### config.mk
export PLATFORM = sky130hd
export DESIGN_NAME = key_event_fsm
export DESIGN_NICKNAME = d
export VERILOG_FILES = /design/src/rtl/key_event_pkg.sv /design/src/rtl/ms_tick_gen.sv /design/src/rtl/key_event_fsm.sv
export SDC_FILE = /design/constraint.sdc
export NUM_CORES = 1
export LEC_CHECK = 0
export ABC_AREA = 1
export BUFFER_PORTS_ARGS = -buffer_cell sky130_fd_sc_hd__buf_2
export CELL_PAD_IN_SITES_DETAIL_PLACEMENT = 0
export CELL_PAD_IN_SITES_GLOBAL_PLACEMENT = 2
export CORE_ASPECT_RATIO = 1.1
export CORE_MARGIN = 2
export CORE_UTILIZATION = 37
export DETAILED_ROUTE_END_ITERATION = 8
export PLACE_DENSITY_LB_ADDON = 0.1
export SLEW_MARGIN = 20
export SYNTH_ARGS = -nofsm -noshare
export SYNTH_HDL_FRONTEND = slang
export SYNTH_SLANG_ARGS = --single-unit
### constraint.sdc
create_clock -name clk -period 4.2 [get_ports clk]
set_input_delay 0.63 -clock clk [delete_from_list [all_inputs] [get_ports clk]]
set_output_delay 0.63 -clock clk [all_outputs]
set_load 0.02 [all_outputs]
### src/rtl/key_event_pkg.sv
// Purpose: shared types and widths for the key gesture classifier.
//   key_evt_state_t : gesture FSM state encoding
//   MS_W            : width of the millisecond gesture timer
package key_event_pkg;

    localparam int unsigned MS_W = 16;

    typedef enum logic [2:0] {
        IDLE,
        PRESS1,
        WAIT2,
        PRESS2,
        LONG
    } key_evt_state_t;

endpackage

### src/rtl/ms_tick_gen.sv
// Purpose: free-running divider producing a one-cycle tick every F_CLK/1000 clocks (1 ms).
// Ports:
//   clk  in  system clock
//   rst  in  synchronous reset, active-high
//   tick out registered one-cycle pulse, once per millisecond
module ms_tick_gen #(
    parameter int unsigned F_CLK = 50000000
) (
    input  logic clk,
    input  logic rst,
    output logic tick
);

    localparam int unsigned DIV   = (F_CLK / 1000 > 0) ? F_CLK / 1000 : 1;
    localparam int unsigned CNT_W = (DIV > 1) ? $clog2(DIV) : 1;

    logic [CNT_W-1:0] cnt;

    // Wrap at DIV-1; tick is registered so it lands one cycle after the wrap value.
    always_ff @(posedge clk) begin
        if (rst) begin
            cnt  <= '0;
            tick <= 1'b0;
        end else begin
            tick <= (cnt == CNT_W'(DIV - 1));
            if (cnt == CNT_W'(DIV - 1)) begin
                cnt <= '0;
            end else begin
                cnt <= cnt + CNT_W'(1);
            end
        end
    end

endmodule

### src/rtl/key_event_fsm.sv
// Purpose: classify a debounced, active-low key level into one-cycle gesture pulses
//          (press, release, short click, double click, long press, auto-repeat).
// Optional feature: define KEY_AUTOREPEAT_EN to enable repeat_pulse while the key is held long.
// Ports:
//   clk           in   system clock
//   rst           in   synchronous reset, active-high
//   key_state     in   debounced key level, 0 = pressed, asynchronous to clk
//   key_level     out  synchronised pressed level, 1 = pressed
//   press_pulse   out  one cycle on every press edge
//   release_pulse out  one cycle on every release edge
//   short_click   out  single press/release with no second press within DOUBLE_MS
//   double_click  out  on release of a second press
//   long_press    out  when a hold reaches LONG_MS
//   repeat_pulse  out  every REPEAT_MS while held long (constant 0 without KEY_AUTOREPEAT_EN)
module key_event_fsm
    import key_event_pkg::*;
#(
    parameter int unsigned F_CLK     = 50000000,
    parameter int unsigned LONG_MS   = 1000,
    parameter int unsigned DOUBLE_MS = 300,
    parameter int unsigned REPEAT_MS = 100
) (
    input  logic clk,
    input  logic rst,
    input  logic key_state,
    output logic key_level,
    output logic press_pulse,
    output logic release_pulse,
    output logic short_click,
    output logic double_click,
    output logic long_press,
    output logic repeat_pulse
);

    // Elaboration-time sanity check of the timing parameters.
    if (F_CLK < 1000 || LONG_MS < 1 || LONG_MS > 65535 || DOUBLE_MS < 1 || DOUBLE_MS > 65535 ||
        REPEAT_MS < 1 || REPEAT_MS > 65535) begin : g_param_check
        $error("key_event_fsm: timing parameter out of range");
    end

    logic            s1;
    logic            s2;
    logic            prev;
    logic            tick;
    logic            press_edge;
    logic            release_edge;
    logic            long_to;
    logic            double_to;
    logic [MS_W-1:0] ms_cnt;
    logic [MS_W-1:0] ms_inc;
    key_evt_state_t  state;

    ms_tick_gen #(
        .F_CLK (F_CLK)
    ) u_tick (
        .clk  (clk),
        .rst  (rst),
        .tick (tick)
    );

    // Edges on the synchronised active-low level.
    assign press_edge   = prev & ~s2;
    assign release_edge = ~prev & s2;

    // Saturating millisecond count and timeout decodes (timeout X == tick at count X-1).
    assign ms_inc    = (tick && (ms_cnt != {MS_W{1'b1}})) ? ms_cnt + MS_W'(1) : ms_cnt;
    assign long_to   = tick && (ms_cnt == MS_W'(LONG_MS - 1));
    assign double_to = tick && (ms_cnt == MS_W'(DOUBLE_MS - 1));

`ifdef KEY_AUTOREPEAT_EN
    logic rpt_to;
    assign rpt_to = tick && (ms_cnt == MS_W'(REPEAT_MS - 1));
`else
    assign repeat_pulse = 1'b0;
`endif

    // Synchroniser, edge pulses, gesture FSM and millisecond timer.
    always_ff @(posedge clk) begin
        if (rst) begin
            s1            <= 1'b1;
            s2            <= 1'b1;
            prev          <= 1'b1;
            key_level     <= 1'b0;
            press_pulse   <= 1'b0;
            release_pulse <= 1'b0;
            short_click   <= 1'b0;
            double_click  <= 1'b0;
            long_press    <= 1'b0;
`ifdef KEY_AUTOREPEAT_EN
            repeat_pulse  <= 1'b0;
`endif
            ms_cnt        <= '0;
            state         <= IDLE;
        end else begin
            s1            <= key_state;
            s2            <= s1;
            prev          <= s2;
            key_level     <= ~s2;
            press_pulse   <= press_edge;
            release_pulse <= release_edge;
            short_click   <= 1'b0;
            double_click  <= 1'b0;
            long_press    <= 1'b0;
`ifdef KEY_AUTOREPEAT_EN
            repeat_pulse  <= 1'b0;
`endif
            ms_cnt        <= ms_inc;

            // Edges are tested before timeouts so a coincident edge wins.
            case (state)
                IDLE: begin
                    if (press_edge) begin
                        state  <= PRESS1;
                        ms_cnt <= '0;
                    end
                end
                PRESS1: begin
                    if (release_edge) begin
                        state  <= WAIT2;
                        ms_cnt <= '0;
                    end else if (long_to) begin
                        state      <= LONG;
                        ms_cnt     <= '0;
                        long_press <= 1'b1;
                    end
                end
                WAIT2: begin
                    if (press_edge) begin
                        state  <= PRESS2;
                        ms_cnt <= '0;
                    end else if (double_to) begin
                        state       <= IDLE;
                        ms_cnt      <= '0;
                        short_click <= 1'b1;
                    end
                end
                PRESS2: begin
                    if (release_edge) begin
                        state        <= IDLE;
                        ms_cnt       <= '0;
                        double_click <= 1'b1;
                    end else if (long_to) begin
                        state      <= LONG;
                        ms_cnt     <= '0;
                        long_press <= 1'b1;
                    end
                end
                LONG: begin
                    if (release_edge) begin
                        state  <= IDLE;
                        ms_cnt <= '0;
                    end
`ifdef KEY_AUTOREPEAT_EN
                    else if (rpt_to) begin
                        // Period restarts after every repeat.
                        ms_cnt       <= '0;
                        repeat_pulse <= 1'b1;
                    end
`endif
                end
                default: begin
                    state  <= IDLE;
                    ms_cnt <= '0;
                end
            endcase
        end
    end

endmodule

==> impl_metrics.tcl <==
set metrics [dict create \
    grt_pass1_wl_mm 8.790 \
    period_minus_slack_ns 1.808 \
    drt_iter0_markers 62 \
    grt.total_usage 0.1621 \
    grt_pass1_vias 1998 \
    dp_hpwl_mm 3.526 \
    numCtsBuffers 5 \
    post_cts.repair.setup_buffers 0 \
    rr_worst_depth 9 \
    cp_num_buf_inv 1 \
    synth-async-reset-ratio 0 \
    nets 337 \
    criticalPathCategory "register to register" \
    status "finished, final reports clean" \
    finClkSkew_ns 0.01014 \
    final-setup-viol-count 0 \
    fp-row-count 29 \
    p_leak_uw 0.0009029 \
    hold_path.class "register to register" \
    synth_edf_count 0 \
    syn_inst 321 \
    path_max_fanout 19 \
    synth_seq_cells 45 \
    core-area_um2 5806 \
    cap_violations 0 \
    arrival_ns 1.98 \
    clk_pin_slew_worst_paths_ns 0.09 \
    crit_family "compound AO/OA/AOI/OAI gates" \
    synth_cell_types 28 \
    initial_core_util 0.3858 \
    vias_per_cell 4.655 \
    synth_most_common_cell "nand2_1" \
    tightest_slew_ns 0.5378 \
    hold_buffers 0 \
    rsz0062_at_grt "no" \
    cpPeakStageDelay_ns 0.41 \
    ios 10 \
    die_w_um 78.18 \
    syn_area_per_cell_um2 6.977 \
    slew_violations 0 \
    yosys.area.top_type "dfxtp_1" \
    path_cells "ha_1, nand3_1, inv_1, nand2_2, nor2_4, a21oi_4, nand2_1, o21ai_1, nor2_1" \
    grt_max_degree 20 \
    relSlewSlack 0.6406 \
    cts_resized 0 \
    avgRoutedWirePerCell_um 11.55 \
    worstSetupPathDepth 9 \
    htreeDepth 2 \
    portBuffers 8 \
    synth.area.top_cells "dfxtp_1, nand2_1, nor2_1, xor2_1, inv_1" \
    clockRootBuffer "clkbuf_8" \
    hold_viol 0 \
    vdd_drop_max_v 0.0001451 \
    postRouteAntennaNets 0 \
    cts.sinks 45 \
    finalWeightedCongestion 0.8039 \
    die_height_um 85.60 \
    overflow 0 \
    dieArea_um2 6692 \
    clock_latency_ns 0.29 \
    areaGrowthSynthToFinish_pct 9.553 \
    dominantRegCellSynth "dfxtp_1" \
    synth_nets 327 \
    n_fill_cell 634 \
    drc_errors 0 \
    setup.worst_path.start_class "register" \
    dr.pass1.iters 4 \
    reg.largest.list "ms_cnt (16), u_tick.cnt (16), state (3)" \
    crit_path_end_kind "register" \
    wirelength_mm 4.724 \
    cts.path.max_buffers 2 \
    drive_gt1_frac 0.08735 \
    synth-seq-area-share 0.4022 \
    diodes 0 \
    worstHoldStart "s1" \
    timing.final.crit_share 0.4304 \
    hold_path_depth 1 \
    cts_tree "done" \
    synth_area_um2 2240 \
    vias 1904 \
    fin_util 0.4226 \
    synth_top_area_share 0.4022 \
    tns_ns 0 \
    synth.top_cells.by_count "nand2_1, nor2_1, dfxtp_1" \
    yosysWarnings 0 \
    cpMaxStageDelayCell "a21oi_4" \
    fmax_ghz 0.5532 \
    antenna_found_initial 0 \
    crit_start "ms_cnt[0]" \
    p_per_area_nw_per_um2 325.9 \
    cp.required_ns 4.37 \
    reg2reg_from "ms_cnt[0]" \
]
-- where the power goes --
group	total, uW	internal, uW	switching [uW]
Sequential	435	431	3.46
Combinational	25.4	7.45	18.0
Clock	340	194	145
-- path summary, 6_finish.rpt --
path,end,slack (ns)
worst min-delay path,s2,0.42
worst min register to register,s2,0.42
worst max register to register,ms_cnt[11],2.39
worst max-delay path,ms_cnt[11],2.39
-- worst register-to-register path, cell delays in order (launching register included) --
cell and delay (ns):
dfxtp_1 0.37, ha_1 0.28, nand3_1 0.16, inv_1 0.07, nand2_2 0.09, nor2_4 0.06, a21oi_4 0.41, nand2_1 0.10
o21ai_1 0.09, nor2_1 0.06
-- layer usage --
layer / share of wire / track usage / vias up / routed length (um)
met5: 0 / 0 / - / 0
met4: 0.012 / 0.04785 / 0 / 55
met3: 0.021 / 0.02526 / 4 / 101
met2: 0.49 / 0.2947 / 20 / 2313
met1: 0.48 / 0.1971 / 848 / 2254
li1: - / - / 1032 / -
-- cells by family (layout without fill, tap and decap cells) --
family          Yosys count  in the layout  synth area share
simple gates            192            192            0.3765
compound gates           21             21           0.05252
other cells               1              1          0.001674
flops                    45             45            0.4022
xor+xnor                 19             19           0.07430
buf+inv                  40             51           0.07598
fa+ha+maj                 3              3           0.01676
-- cells in the final DEF, fill, tap and decap left out, types with 2 or more instances in the layout --
| master | Yosys | final |
|---|---|---|
| nand2_2 | 4 | 4 |
| nand3b_1 | 2 | 2 |
| nor4_1 | 4 | 4 |
| a21oi_1 | 7 | 7 |
| nor3_1 | 8 | 8 |
| nand3_1 | 22 | 22 |
| o21ai_0 | 4 | 4 |
| nand4_1 | 9 | 9 |
| nor2_1 | 65 | 65 |
| dfxtp_1 | 45 | 45 |
| xor2_1 | 16 | 16 |
| ha_1 | 3 | 3 |
| or2_2 | 6 | 6 |
| clkbuf_8 | 0 | 6 |
| o21ai_1 | 8 | 8 |
| inv_1 | 35 | 35 |
| nand2_1 | 68 | 68 |
| xnor2_1 | 3 | 3 |
| buf_2 | 1 | 8 |
-- per-stage QoR --
stage,worst slack [ns],hold slack [ns],total power (uW),cells,cell area [um2]
6_report,2.392,0.4217,799.6,409,2454
5_1_grt,2.182,0.4433,837.8,409,2454
4_1_cts,2.384,0.4287,814.1,409,2454
3_5_place_dp,2.401,0.4062,470.9,401,2337
3_3_place_gp,2.425,0.3911,471.1,401,2337
2_1_floorplan,2.626,0.3895,466.0,321,2240
-- layout make-up --
type / count / area (um2) / area share
Clock buffer: 7 / 86.33 / 0.03519
Clock inverter: 1 / 30.03 / 0.01224
Inverter: 35 / 131.4 / 0.05354
Multi-Input combinational cell: 236 / 1169 / 0.4763
Sequential cell: 45 / 900.9 / 0.3672
Tap cell: 77 / 96.34 / 0.03927
Timing Repair Buffer: 8 / 40.04 / 0.01632
Power figures use the tool's default switching activity.
